$ cat config.mk
export PLATFORM = sky130hd
export DESIGN_NAME = pbus_timer_flat
export DESIGN_NICKNAME = d
export VERILOG_FILES = /design/src/rtl/pbus_timer_if.sv /design/src/rtl/pbus_timer.sv /design/src/flat_wrapper.sv
export SDC_FILE = /design/constraint.sdc
export NUM_CORES = 1
export LEC_CHECK = 0
export BUFFER_PORTS_ARGS = -buffer_cell sky130_fd_sc_hd__buf_2
export CAP_MARGIN = 20
export CORE_MARGIN = 5
export CORE_UTILIZATION = 60
export DETAILED_ROUTE_END_ITERATION = 16
export PLACE_DENSITY = 0.79
export SLEW_MARGIN = 10
export SYNTH_ARGS = -nofsm -noshare
export SYNTH_HDL_FRONTEND = slang
export SYNTH_SLANG_ARGS = --single-unit
$ cat constraint.sdc
create_clock -name clk_i -period 11.4 [get_ports clk_i]
set_input_delay 2.28 -clock clk_i [delete_from_list [all_inputs] [get_ports clk_i]]
set_output_delay 2.28 -clock clk_i [all_outputs]
set_load 0.01 [all_outputs]
$ cat src/rtl/pbus_timer_if.sv
// rtl/pbus_timer_if.sv - peripheral bus request/response bundle for the timer
interface pbus_timer_if;
    logic [31:0] pbus_addr_i;
    logic [31:0] pbus_wdata_i;
    logic [3:0]  pbus_wstrb_i;
    logic        pbus_valid_i;
    logic        pbus_we_i;
    logic [31:0] pbus_rdata_o;
    logic        pbus_ready_o;

    modport master (
        output pbus_addr_i, pbus_wdata_i, pbus_wstrb_i, pbus_valid_i, pbus_we_i,
        input  pbus_rdata_o, pbus_ready_o
    );

    modport slave (
        input  pbus_addr_i, pbus_wdata_i, pbus_wstrb_i, pbus_valid_i, pbus_we_i,
        output pbus_rdata_o, pbus_ready_o
    );
endinterface

$ cat src/rtl/pbus_timer.sv
// rtl/pbus_timer.sv - 64-bit prescaled timer with compare, auto-reload and match interrupt
module pbus_timer #(
    parameter int PRESC_W = 16,
    parameter int OFFS_W  = 12
) (
    input  logic         clk_i,
    input  logic         rst_i,
    pbus_timer_if.slave  bus,
    output logic         irq_o
);
    localparam int IDX_W = OFFS_W - 2;
    localparam logic [IDX_W-1:0] A_CTRL   = IDX_W'(0);
    localparam logic [IDX_W-1:0] A_PRESC  = IDX_W'(1);
    localparam logic [IDX_W-1:0] A_CNT_LO = IDX_W'(2);
    localparam logic [IDX_W-1:0] A_CNT_HI = IDX_W'(3);
    localparam logic [IDX_W-1:0] A_CMP_LO = IDX_W'(4);
    localparam logic [IDX_W-1:0] A_CMP_HI = IDX_W'(5);
    localparam logic [IDX_W-1:0] A_STATUS = IDX_W'(6);

    typedef enum logic {IDLE, RESP} state_t;
    state_t state, state_nxt;

    logic               en, irq_en, auto_reload, match;
    logic [PRESC_W-1:0] presc, pcnt;
    logic [31:0]        count_lo, count_hi, cmp_lo, cmp_hi, shadow_hi;
    logic [31:0]        rdata_q, rd_mux, presc_merged;
    logic [63:0]        count, cmp;
    logic [IDX_W-1:0]   idx;
    logic               ready, wr_en, ctrl_wr, clr, presc_wr, cnt_lo_wr, cnt_hi_wr;
    logic               cmp_lo_wr, cmp_hi_wr, st_clr, tick, match_evt;
    logic               unused_ok;

    function automatic logic [31:0] merge(input logic [31:0] old_v, input logic [31:0] new_v,
                                          input logic [3:0] be);
        logic [31:0] res;
        for (int b = 0; b < 4; b++)
            res[b*8 +: 8] = be[b] ? new_v[b*8 +: 8] : old_v[b*8 +: 8];
        return res;
    endfunction

    assign idx       = bus.pbus_addr_i[OFFS_W-1:2];
    assign count     = {count_hi, count_lo};
    assign cmp       = {cmp_hi, cmp_lo};
    assign unused_ok = &{1'b0, bus.pbus_addr_i[31:OFFS_W], bus.pbus_addr_i[1:0], presc_merged};

    always_ff @(posedge clk_i or posedge rst_i) begin
        if (rst_i) state <= IDLE;
        else       state <= state_nxt;
    end

    always_comb begin
        state_nxt = state;
        ready     = 1'b0;
        case (state)
            IDLE: if (bus.pbus_valid_i) state_nxt = RESP;
            RESP: begin
                ready     = bus.pbus_valid_i;
                state_nxt = IDLE;
            end
            default: state_nxt = IDLE;
        endcase
    end

    assign bus.pbus_ready_o = ready;
    assign bus.pbus_rdata_o = rdata_q;
    assign irq_o            = match & irq_en;

    // Writes land on the edge that closes RESP; an aborted request commits nothing.
    assign wr_en        = (state == RESP) && bus.pbus_valid_i && bus.pbus_we_i;
    assign ctrl_wr      = wr_en && (idx == A_CTRL) && bus.pbus_wstrb_i[0];
    assign clr          = ctrl_wr && bus.pbus_wdata_i[1];
    assign presc_wr     = wr_en && (idx == A_PRESC);
    assign cnt_lo_wr    = wr_en && (idx == A_CNT_LO);
    assign cnt_hi_wr    = wr_en && (idx == A_CNT_HI);
    assign cmp_lo_wr    = wr_en && (idx == A_CMP_LO);
    assign cmp_hi_wr    = wr_en && (idx == A_CMP_HI);
    assign st_clr       = wr_en && (idx == A_STATUS) && bus.pbus_wstrb_i[0] && bus.pbus_wdata_i[0];
    assign presc_merged = merge(32'(presc), bus.pbus_wdata_i, bus.pbus_wstrb_i);

    assign tick      = en && (pcnt == presc);
    assign match_evt = tick && (count == cmp);

    always_comb begin
        rd_mux = 32'd0;
        case (idx)
            A_CTRL:   rd_mux = {28'd0, auto_reload, irq_en, 1'b0, en};
            A_PRESC:  rd_mux = 32'(presc);
            A_CNT_LO: rd_mux = count_lo;
            A_CNT_HI: rd_mux = shadow_hi;
            A_CMP_LO: rd_mux = cmp_lo;
            A_CMP_HI: rd_mux = cmp_hi;
            A_STATUS: rd_mux = {31'd0, match};
            default:  rd_mux = 32'd0;
        endcase
    end

    // Read data and the COUNT_HI shadow are captured together so a LO-then-HI pair is atomic.
    always_ff @(posedge clk_i or posedge rst_i) begin
        if (rst_i) begin
            rdata_q   <= 32'd0;
            shadow_hi <= 32'd0;
        end else if (state == IDLE && bus.pbus_valid_i) begin
            rdata_q <= bus.pbus_we_i ? 32'd0 : rd_mux;
            if (!bus.pbus_we_i && idx == A_CNT_LO) shadow_hi <= count_hi;
        end
    end

    always_ff @(posedge clk_i or posedge rst_i) begin
        if (rst_i) begin
            en          <= 1'b0;
            irq_en      <= 1'b0;
            auto_reload <= 1'b0;
            presc       <= '0;
            cmp_lo      <= 32'd0;
            cmp_hi      <= 32'd0;
        end else begin
            if (ctrl_wr) begin
                en          <= bus.pbus_wdata_i[0];
                irq_en      <= bus.pbus_wdata_i[2];
                auto_reload <= bus.pbus_wdata_i[3];
            end
            if (presc_wr)  presc  <= presc_merged[PRESC_W-1:0];
            if (cmp_lo_wr) cmp_lo <= merge(cmp_lo, bus.pbus_wdata_i, bus.pbus_wstrb_i);
            if (cmp_hi_wr) cmp_hi <= merge(cmp_hi, bus.pbus_wdata_i, bus.pbus_wstrb_i);
        end
    end

    always_ff @(posedge clk_i or posedge rst_i) begin
        if (rst_i) begin
            pcnt     <= '0;
            count_lo <= 32'd0;
            count_hi <= 32'd0;
            match    <= 1'b0;
        end else begin
            if (clr || cnt_lo_wr || cnt_hi_wr || presc_wr) pcnt <= '0;
            else if (tick)                                 pcnt <= '0;
            else if (en)                                   pcnt <= pcnt + PRESC_W'(1);

            if (clr) begin
                count_lo <= 32'd0;
                count_hi <= 32'd0;
            end else if (cnt_lo_wr || cnt_hi_wr) begin
                if (cnt_lo_wr) count_lo <= merge(count_lo, bus.pbus_wdata_i, bus.pbus_wstrb_i);
                if (cnt_hi_wr) count_hi <= merge(count_hi, bus.pbus_wdata_i, bus.pbus_wstrb_i);
            end else if (tick) begin
                if (match_evt && auto_reload) {count_hi, count_lo} <= 64'd0;
                else                          {count_hi, count_lo} <= count + 64'd1;
            end

            if (match_evt)   match <= 1'b1;
            else if (st_clr) match <= 1'b0;
        end
    end
endmodule

$ cat src/flat_wrapper.sv
// flat-port wrapper written by rule: the top's interface ports become plain ports
module pbus_timer_flat 
#(
    parameter int PRESC_W = 16,
    parameter int OFFS_W  = 12
)
  (clk_i, rst_i, irq_o, bus_pbus_addr_i, bus_pbus_wdata_i, bus_pbus_wstrb_i, bus_pbus_valid_i, bus_pbus_we_i, bus_pbus_rdata_o, bus_pbus_ready_o);
  pbus_timer_if bus_i ();
  input  logic clk_i;
  input  logic rst_i;
  output logic irq_o;
  input wire logic [$bits(bus_i.pbus_addr_i)-1:0] bus_pbus_addr_i;
  input wire logic [$bits(bus_i.pbus_wdata_i)-1:0] bus_pbus_wdata_i;
  input wire logic [$bits(bus_i.pbus_wstrb_i)-1:0] bus_pbus_wstrb_i;
  input wire logic [$bits(bus_i.pbus_valid_i)-1:0] bus_pbus_valid_i;
  input wire logic [$bits(bus_i.pbus_we_i)-1:0] bus_pbus_we_i;
  output wire logic [$bits(bus_i.pbus_rdata_o)-1:0] bus_pbus_rdata_o;
  output wire logic [$bits(bus_i.pbus_ready_o)-1:0] bus_pbus_ready_o;
  assign bus_i.pbus_addr_i = bus_pbus_addr_i;
  assign bus_i.pbus_wdata_i = bus_pbus_wdata_i;
  assign bus_i.pbus_wstrb_i = bus_pbus_wstrb_i;
  assign bus_i.pbus_valid_i = bus_pbus_valid_i;
  assign bus_i.pbus_we_i = bus_pbus_we_i;
  assign bus_pbus_rdata_o = bus_i.pbus_rdata_o;
  assign bus_pbus_ready_o = bus_i.pbus_ready_o;
  pbus_timer #(.PRESC_W(PRESC_W), .OFFS_W(OFFS_W)) u_core (.clk_i(clk_i), .rst_i(rst_i), .bus(bus_i), .irq_o(irq_o));
endmodule
==> metrics.txt, run 1 <==
post-CTS sizing 0; starting utilization of the core area between 60% and 70%; Setup CP Type input pin to flop; Synth top area share between 40% and 50%; Mean Syn Cell Area 9.43 sq um; Clk Latency, worst-skew pair 540 ps; Fin Clk Skew 9.78 ps; Die Ht 159 um; Clock Path Buffers 3; Clk pwr share 51.7%; Seq pwr share 45.2%; # clock sinks roughly 230; post-synthesis cell type count 77; Final nets 1521; Clk pin slew, worst setup/hold paths ~60 ps; synthesized area 13300 sq um; RSZ-0062 raised after global routing false; Synth Register Bits 229; number of placement rows 54; 1st-iter DRT viols approximately 1700; synth top area cells dfrtp_1 (43%), mux2_2 (8.5%), xor2_1 (4.9%); dominant synthesized flop cell dfrtp_1; Worst Setup End Kind flop; setup violators final 0; final hold viol count 0; Crit Path Max Fanout 10; cells after synthesis 1408; Post-CTS Setup Bufs 0; DR vias/cell 7.19; Rel. slew slack 28.6%; Worst Hold Class flop to flop; Slew Limit Fails 0; die area 25200 sq um; Async SR Flop Fraction 100%; gr usage total 35.2%; Sw Share 22.1%; Vias between 10000 and 15000; Layout area overhead 11.7%; Psw around 0.40 mW; crit path launch type input pin; total negative setup slack 0 ps; cell taking the most area after synthesis dfrtp_1; largest net degree at the start of global routing 86; hold_buf cts 0; layout cells sized above 1 19.2%; drt first pass iters 7; mean routed wirelength per cell between 20 and 30 um; overall power 1.81 mW; power density over the cells between 100 and 150 nW/um^2; gpl congestion 1.02; top-level port count around 110; Fmax about 200 MHz; n_diodes 0; count leader, synth dfrtp_1; pre-CTS setup slack about 5900 ps; number of global-route vias before repair about 12000; Worst Slack Setup Final 6300 ps; Worst EP required 11870 ps; die width approximately 160 um; final hold slack 471 ps; syn_nets 1482; root buf cell clkbuf_16; CORE AREA 21800 sq um; status complete, no violations; Int Power 1.41 mW; DRC violations left 0; crit path time final about 5100 ps; CTS tree built; CTS buffer count 26; Final period util 44.7%; number of flops mapped to enable cells by yosys 0; list of most frequent post-synthesis cells dfrtp_1 (229), nand2_1 (116), nor2_1 (114); Max-Cap Viols 0; Crit path arrival time 5570 ps; initial antenna violation count 0; first-pass GRT wire length 71200 um; Leak between 6 and 7 nW; Detail Placement HPWL 32300 um; PortBufs 83; measured slew at the worst slew-check pin between 1000 and 1500 ps; GRT overflow 0; Total Wirelength 45900 um; sequential area share after synthesis 43.2%; combinational cell fraction of total power about 3.2%; H-tree lvl count 1; Synth warnings 0; ANT nets after route 0; VDD IR max 0.104 mV
layer usage:
| layer | part of all wire [%] | GRT usage, % | vias up | wire (um) |
|---|---|---|---|---|
| li1 | - | - | 5340 | - |
| met1 | 39 | 50.1 | 6068 | 18000 |
| met2 | 43 | 52.3 | 935 | 19900 |
| met3 | 12 | 7.44 | 212 | 5540 |
| met4 | 5.4 | 15.4 | 0 | 2480 |
| met5 | 0 | 0 | - | 0 |
cell families (layout without fill, tap and decap cells):
group / count (synthesis) / count (layout) / share of synthesized area [%]
mux: 105 / 105 / 8.86
buf+inv: 150 / 209 / 4.50
fa+ha+maj: 2 / 2 / 0.188
flops: 229 / 229 / 43.2
xor+xnor: 94 / 94 / 6.20
simple gates: 453 / 453 / 17.4
compound gates: 375 / 375 / 19.7
stage by stage:
stage	util (%)	instance area (sq um)	cells
final	67.9	14800	1747
after CTS	67.9	14800	1746
after detailed placement	63.4	13800	1698
after global placement	63.4	13800	1698
after global routing	67.9	14800	1747
after floorplan	-	13300	1408
flip-flops by register name (all words and copies together), names as in the netlist:
register                 cells
u_core.presc                16
u_core.count_lo             32
u_core.shadow_hi            32
u_core.state                 1
u_core.auto_reload           1
u_core.cmp_lo               32
u_core.cmp_hi               32
u_core.pcnt                 16
u_core.bus.pbus_rdata_o     32
u_core.irq_en                1
u_core.count_hi             32
u_core.en                    1
u_core.match                 1
final timing paths:
kind	startpoint	to	slack, ps	depth (start not counted)
min in group asynchronous	rst_i	u_core.pcnt[10]$_DFFE_PP0P_	1830	2
setup / recovery	bus_pbus_addr_i[9]	u_core.count_hi[22]$_DFFE_PP0P_	6300	8
max in group asynchronous	rst_i	u_core.count_hi[28]$_DFFE_PP0P_	8130	3
hold / removal	u_core.bus.pbus_rdata_o[9]$_DFFE_PP0P_	u_core.bus.pbus_rdata_o[9]$_DFFE_PP0P_	470	2
hold reg to reg	u_core.bus.pbus_rdata_o[9]$_DFFE_PP0P_	u_core.bus.pbus_rdata_o[9]$_DFFE_PP0P_	470	2
setup reg to reg	u_core.count_lo[29]$_DFFE_PP0P_	u_core.count_lo[3]$_DFFE_PP0P_	7350	9
critical path, stage by stage:
cell,delay [ps]
buf_2,110
nor4_1,730
and4_1,720
nor2_1,220
a211oi_1,930
nor4bb_1,380
o21ai_0,110
nand2_1,80
final cells by class:
type	count	area [sq um]
Sequential cell	229	5730
Fill cell	1745	7000
Clock buffer	33	758
Inverter	56	218
Tap cell	280	350
Multi-Input combinational cell	1029	6970
Clock inverter	15	210
Timing Repair Buffer	105	588
cells in the final DEF, fill, tap and decap left out, types with 5 or more instances in the layout:
master | synthesis | routed
o32ai_1 | 13 | 13
a21oi_1 | 36 | 36
or3_1 | 8 | 8
nor2_1 | 114 | 114
mux2i_1 | 5 | 5
o31a_1 | 6 | 6
nand3_1 | 39 | 39
a31oi_1 | 42 | 42
nand4_1 | 47 | 47
o22ai_1 | 12 | 12
a21o_1 | 8 | 8
nand2_1 | 116 | 115
and4_1 | 10 | 10
a41oi_1 | 5 | 5
o21ai_0 | 104 | 104
and3_1 | 24 | 24
dfrtp_1 | 229 | 229
bufinv_16 | 0 | 5
clkbuf_8 | 0 | 6
buf_4 | 2 | 21
nor3_1 | 17 | 17
a22o_1 | 21 | 21
buf_2 | 15 | 83
xnor2_1 | 19 | 19
and2_1 | 9 | 9
xor2_1 | 75 | 75
a221oi_1 | 30 | 30
o221ai_1 | 7 | 7
clkbuf_16 | 0 | 27
nor4_1 | 32 | 31
clkinv_2 | 0 | 6
a32o_1 | 10 | 10
mux2_2 | 100 | 100
o31ai_1 | 18 | 18
a32oi_1 | 13 | 13
a22oi_1 | 15 | 15
inv_1 | 55 | 54
power groups by stage:
| stage | Combinational [mW] | Sequential [mW] | Clock (mW) |
|---|---|---|---|
| 2_1_floorplan | 0.0287 | 0.832 | 0 |
| 3_3_place_gp | 0.0565 | 0.833 | 0 |
| 3_5_place_dp | 0.0575 | 0.833 | 0 |
| 4_1_cts | 0.0579 | 0.818 | 0.941 |
| 5_1_grt | 0.0637 | 0.818 | 0.972 |
| 6_report | 0.0576 | 0.818 | 0.936 |
Power figures use the tool's default switching activity.
==> run 2, diff against run 1 <==
clock period = 5.24 ns   (was 11.4 ns; I/O delays follow)
==> run 2 against run 1 <==
Against the previous run: sequential share of layout area about the same; combinational power increased by 120%; non-clock buffer count up 9; setup slack worse by 4800 ps; count of clock-buffer cells in the layout grew 6; global-route usage rose by 1.1 points; die area unchanged; clock skew grew 2.5 ps; largest cell class unchanged.
==> metrics.txt, run 2 (synthesis gave the netlist of run 1 again) <==
filler instances 1744 (-0.057%); Setup CP Type input pin to flop; Psw 0.855 mW (+110%); first-pass GRT wire length 73000 um (+2.6%); Worst Hold Class input pin to asynchronous set/reset pin; GRT overflow 0 (unchanged); grt peak-use layer met2; crit path time final 3700 ps; status complete, no violations; Post-Layout Cell Count 1756 (+0.52%); RSZ-0062 raised after global routing false; met2 usage 54.3% (+2.0 points); PortBufs 83 (unchanged); delay-heaviest family, CP simple AND/OR/NAND/NOR gates; CORE AREA 21800 sq um (unchanged); Layout area overhead 11.8%; CTS tree built; Worst Slack Setup Final 1540 ps (-4760 ps); power density over the cells 254 nW/um^2 (+110%); Die Ht 159 um (unchanged); CP max stage delay 800 ps (-130 ps); 1st-iter DRT viols 1481 (-12%); Vias 12454 (-0.80%); crit path launch type input pin; sequence of cells on the critical path buf_2 -> nor4_1 -> nand2_1 -> buf_4 -> nor2_1 -> nand3_1 -> mux2_2; root buf cell clkbuf_16; DR vias/cell 7.09 (-1.3%); Fin Clk Skew 12.2 ps (+2.47 ps); Slew Limit Fails 0 (unchanged); ANT nets after route 0 (unchanged); Clock Path Buffers 3 (unchanged); hold_buf cts 0 (unchanged); Sw Share 22.7% (+0.55 points); drt first pass iters 7 (unchanged); Crit Path Max Fanout 16 (+6); placed cell count 1708 (+0.59%); Fmax 271 MHz; largest net degree at the start of global routing 142 (+65%); Worst Setup End Kind flop; setup violators final 0 (unchanged); Clk pwr share 49.4% (-2.3 points); VDD IR max 0.261 mV (+150%); DRC violations left 0 (unchanged); Final period util 70.5%; Int Power 2.92 mW (+110%); measured slew at the worst slew-check pin 1040 ps (-22.3 ps); Clk pin slew, worst setup/hold paths 60 ps (about the same); die width 159 um (unchanged); met1 GRT Util 52.4% (+2.3 points); Detail Placement HPWL 33900 um (+5.0%); Leak 6.64 nW (+0.14%); mean routed wirelength per cell 26.8 um (+2.1%); die area 25200 sq um (unchanged); Final nets 1530 (+0.59%); starting utilization of the core area 60.8% (unchanged); gr usage total 36.3% (+1.1 points); Slowest-stage cell, CP nor2_1; most frequent cells in the layout dfrtp_1 (229), nand2_1 (115), nor2_1 (114); Bufs and invs on worst path 2 (+1); layout cells sized above 1 19.3% (+0.031 points); final hold viol count 0 (unchanged); initial antenna violation count 3 (+3); post-CTS sizing 0 (unchanged); number of global-route vias before repair 12019 (+0.17%); Rel. slew slack 30.2% (+1.7 points); Total Wirelength 47100 um (+2.6%); Worst EP required 5660 ps (-6210 ps); top-level port count 106 (unchanged); Post-CTS Setup Bufs 0 (unchanged); gpl congestion 1.03 (+0.57%); Seq pwr share 47.2% (+2.0 points); pre-CTS setup slack 1120 ps (-4830 ps); CTS buffer count 26 (unchanged); number of placement rows 54 (unchanged); total negative setup slack 0 ps (unchanged); combinational cell fraction of total power 3.4% (+0.2 points); commonest non-fill, non-tap cell in the layout dfrtp_1; H-tree lvl count 1 (unchanged); routing usage on met3 7.91% (+0.47 points); # clock sinks 229 (unchanged); Crit path arrival time 4120 ps (-1450 ps); Max-Cap Viols 0 (unchanged); Clk Latency, worst-skew pair 550 ps (about the same)
run 2: cell count changes in the layout (fill, tap and decap cells not counted), moves of 3 or more:
cell and delta:
buf_4 +6, clkinv_2 -3, buf_12 +4, clkbuf_1 +6
bufinv_16 -3
run 2: final cells by class:
type / count / area [sq um] / area share (%)
diodes: 1 / 2.50 / 0.0169
clock buffers: 39 / 769 / 5.19
clock inverters: 8 / 106 / 0.717
inverters: 56 / 214 / 1.44
multi-input cells: 1029 / 6970 / 47.0
flip-flops and latches: 229 / 5730 / 38.6
well taps: 280 / 350 / 2.36
repair buffers: 114 / 698 / 4.70
run 2: final timing paths:
path / startpoint / endpoint / slack (ps) / cells past startpoint
setup / recovery: bus_pbus_addr_i[9] / u_core.cmp_hi[6]$_DFFE_PP0P_ / 1540 / 7
hold / removal: rst_i / u_core.pcnt[13]$_DFFE_PP0P_ / 430 / 2
setup reg to reg: u_core.count_hi[6]$_DFFE_PP0P_ / u_core.count_lo[6]$_DFFE_PP0P_ / 1800 / 9
hold reg to reg: u_core.bus.pbus_rdata_o[7]$_DFFE_PP0P_ / u_core.bus.pbus_rdata_o[7]$_DFFE_PP0P_ / 470 / 2
max in group asynchronous: rst_i / u_core.shadow_hi[31]$_DFFE_PP0P_ / 3490 / 4
min in group clk_i: u_core.bus.pbus_rdata_o[7]$_DFFE_PP0P_ / u_core.bus.pbus_rdata_o[7]$_DFFE_PP0P_ / 470 / 2
run 2: routing by layer:
metal | part of all wire (%) | up-vias
li1 | - | 5370
met1 | 41 | 6064
met2 | 44 | 864
met3 | 12 | 152
met4 | 3.9 | 4
met5 | 0.055 | -
run 2: metrics by stage:
| step | area, sq um | util, % | power, mW | hold slack (ps) |
|---|---|---|---|---|
| after floorplan | 13300 | - | 1.87 | 450 |
| after global placement | 14000 | 64.0 | 1.94 | 457 |
| after detailed placement | 14000 | 64.0 | 1.94 | 463 |
| after CTS | 14800 | 68.0 | 3.78 | 432 |
| after global routing | 14800 | 68.0 | 3.88 | 447 |
| final | 14800 | 68.0 | 3.77 | 432 |
run 2: worst reg2reg max path, stage by stage, from the launching register on:
cell and delay, ps:
dfrtp_1 460, xor2_1 240, nor4_1 680, nand4_1 360, nor4_2 230, buf_4 280
and2_0 420, buf_12 240, o21ai_0 160, a32o_1 250
run 2: power groups by stage:
stage | combinational (mW) | clock, mW | sequential (mW)
after floorplan | 0.0628 | 0 | 1.81
after global placement | 0.125 | 0 | 1.81
after detailed placement | 0.127 | 0 | 1.81
after CTS | 0.127 | 1.87 | 1.78
after global routing | 0.140 | 1.96 | 1.78
final | 0.127 | 1.86 | 1.78
==> run 3, diff against run 2 <==
clock period = 3.55 ns   (was 5.24 ns; I/O delays follow)
==> run 3 against run 2 <==
Against the previous run: critical path type is now flop to flop; total power up 50%; sequential share of layout area shrank 0.68 points; critical endpoint is now u_core.count_hi[31]$_DFFE_PP0P_; routed wire length down 0.38%; first-iteration DRC count increased by 20%; non-clock buffer count increased by 30; sequential power up 48%; largest power group unchanged; utilization increased by 1.2 points; worst hold slack lost 110 ps; setup slack worse by 1200 ps; die area stayed put; clock skew is essentially flat; largest cell class unchanged.
==> metrics.txt, run 3 (synthesis gave the netlist of run 1 again) <==
Total Wirelength 46900 um (-0.38%); Leak 6.80 nW (+2.5%); Fin Clk Skew 12.5 ps (+0.245 ps); first-pass GRT wire length 73000 um (about the same); 1st-iter DRT viols 1773 (+20%); DR vias/cell 7.09 (about the same); Post-CTS Setup Bufs 0 (unchanged); reg-to-reg slack, setup 310 ps (-1490 ps); Final period util 91.2%; Max-Cap Viols 0 (unchanged); Clk Latency, worst-skew pair 540 ps (about the same); Fmax 309 MHz; final hold viol count 0 (unchanged); gr usage total 36.1% (-0.20 points); drt first pass iters 8 (+1); CTS buffer count 26 (unchanged); Slowest-stage cell, CP nor4_4; R2R Path Start u_core.presc[12]$_DFFE_PP0P_; initial antenna violation count 0 (-3); H-tree lvl count 1 (unchanged); Rel. slew slack 30.2% (-0.062 points); die width 159 um (unchanged); Slew Limit Fails 0 (unchanged); die area 25200 sq um (unchanged); Storage cell area 5730 sq um (unchanged); # clock sinks 229 (unchanged); VDD IR max 0.353 mV (+36%); Worst Setup End Kind flop; most frequent cells in the layout dfrtp_1 (229), nand2_1 (115), nor2_1 (114); mean routed wirelength per cell 26.3 um (-1.9%); number of global-route vias before repair 12274 (+2.1%); Setup CP Type flop to flop; Vias 12640 (+1.5%); commonest non-fill, non-tap cell in the layout dfrtp_1; Multi-input gate area 6970 sq um (unchanged); RSZ-0062 raised after global routing false; Die Ht 159 um (unchanged); Crit Path Max Fanout 9 (-7); Clk pin slew, worst setup/hold paths 60 ps (about the same); DP Area 14200 sq um (+1.7%); CTS tree built; n_diodes 0 (-1); GRT overflow 0 (unchanged); r2r worst-path depth 7 (-2); Detail Placement HPWL 34200 um (+1.0%); hold_buf cts 0 (unchanged); power density over the cells 375 nW/um^2 (+48%); number of placement rows 54 (unchanged); filler instances 1750 (+0.34%); Worst Hold Class input pin to asynchronous set/reset pin; overall power 5.66 mW (+50%); CP max stage delay 740 ps (-60 ps); post-CTS sizing 0 (unchanged); root buf cell clkbuf_16; total negative setup slack 0 ps (unchanged); crit path launch type flop; top-level port count 106 (unchanged); status complete, no violations; Crit path arrival time 3670 ps (-450 ps); PortBufs 83 (unchanged); gpl congestion 0.987 (-3.7%); measured slew at the worst slew-check pin 1040 ps (+0.920 ps); setup violators final 0 (unchanged); Worst EP required 3980 ps (-1680 ps); layout cells sized above 1 21.1% (+1.8 points); sequence of cells on the critical path xnor2_1 -> nand4_1 -> or2_1 -> nor4_4 -> o221ai_1 -> a31o_1 -> a21o_1; starting utilization of the core area 60.8% (unchanged); Layout area overhead 13.8%; Clock Path Buffers 3 (unchanged); CORE AREA 21800 sq um (unchanged); design area 15100 sq um (+1.8%); crit path time final 3240 ps; worst flop-to-flop path endpoint u_core.count_hi[31]$_DFFE_PP0P_; Final nets 1560 (+2.0%); ANT nets after route 0 (unchanged); largest net degree at the start of global routing 96 (-32%); DRC violations left 0 (unchanged)
-- run 3: cell types whose count changed in the layout (fill, tap and decap cells not counted), sizes merged --
cell / previous run / this run
clkinvlp: 3 / 4
bufinv: 2 / 3
buf: 114 / 144
diode: 1 / 0
clkinv: 4 / 5
clkbuf: 39 / 35
-- run 3: worst max-delay path: cells and delay by family (launching register included) --
kind	cells	cell delay, ps
AOI/OAI and AO/OA	3	1150
xor gates and xnor gates	1	350
DFF	1	420
and+or+nand+nor	3	1200
-- run 3: report_power, final --
part | internal (mW) | switching, mW
registers | 2.62 | 0.00887
clock network | 1.72 | 1.12
logic | 0.0518 | 0.143
total | 4.39 | 1.27
-- run 3: routing by layer --
| metal | share of wire (%) | global-route usage (%) | vias up | routed length [um] |
|---|---|---|---|---|
| li1 | - | - | 5426 | - |
| met3 | 12 | 6.25 | 174 | 5430 |
| met1 | 40 | 52.7 | 6145 | 18900 |
| met4 | 4.9 | 15.0 | 0 | 2290 |
| met2 | 43 | 53.4 | 895 | 20300 |
| met5 | 0 | 0 | - | 0 |
-- run 3: worst max-delay path by stage --
stage / start / endpoint / slack, ps / depth (start not counted)
floorplan: rst_i / u_core.auto_reload$_DFFE_PP0N_ / -150 / 1
global placement: u_core.presc[15]$_DFFE_PP0P_ / u_core.count_hi[31]$_DFFE_PP0P_ / 540 / 7
detailed placement: u_core.presc[15]$_DFFE_PP0P_ / u_core.count_hi[31]$_DFFE_PP0P_ / 490 / 7
CTS: u_core.presc[12]$_DFFE_PP0P_ / u_core.count_hi[31]$_DFFE_PP0P_ / 410 / 7
global route: u_core.presc[12]$_DFFE_PP0P_ / u_core.count_hi[27]$_DFFE_PP0P_ / 240 / 7
finish: u_core.presc[12]$_DFFE_PP0P_ / u_core.count_hi[31]$_DFFE_PP0P_ / 310 / 7
-- run 3: through the flow --
stage / setup slack (ps) / util (%) / hold WS [ps] / cells
after CTS: 412 / 69.2 / 342 / 1784
after global routing: 237 / 69.2 / 370 / 1784
after detailed placement: 494 / 65.1 / 463 / 1738
after floorplan: -154 / - / 450 / 1408
final: 311 / 69.2 / 327 / 1784
after global placement: 542 / 65.1 / 456 / 1738
-- run 3: cell type report --
class / instances / share of cell area [%]
Clock buffer: 35 / 5.07
Clock inverter: 11 / 0.936
Inverter: 56 / 1.42
Multi-Input combinational cell: 1029 / 46.1
Sequential cell: 229 / 37.9
Tap cell: 280 / 2.32
Timing Repair Buffer: 144 / 6.20
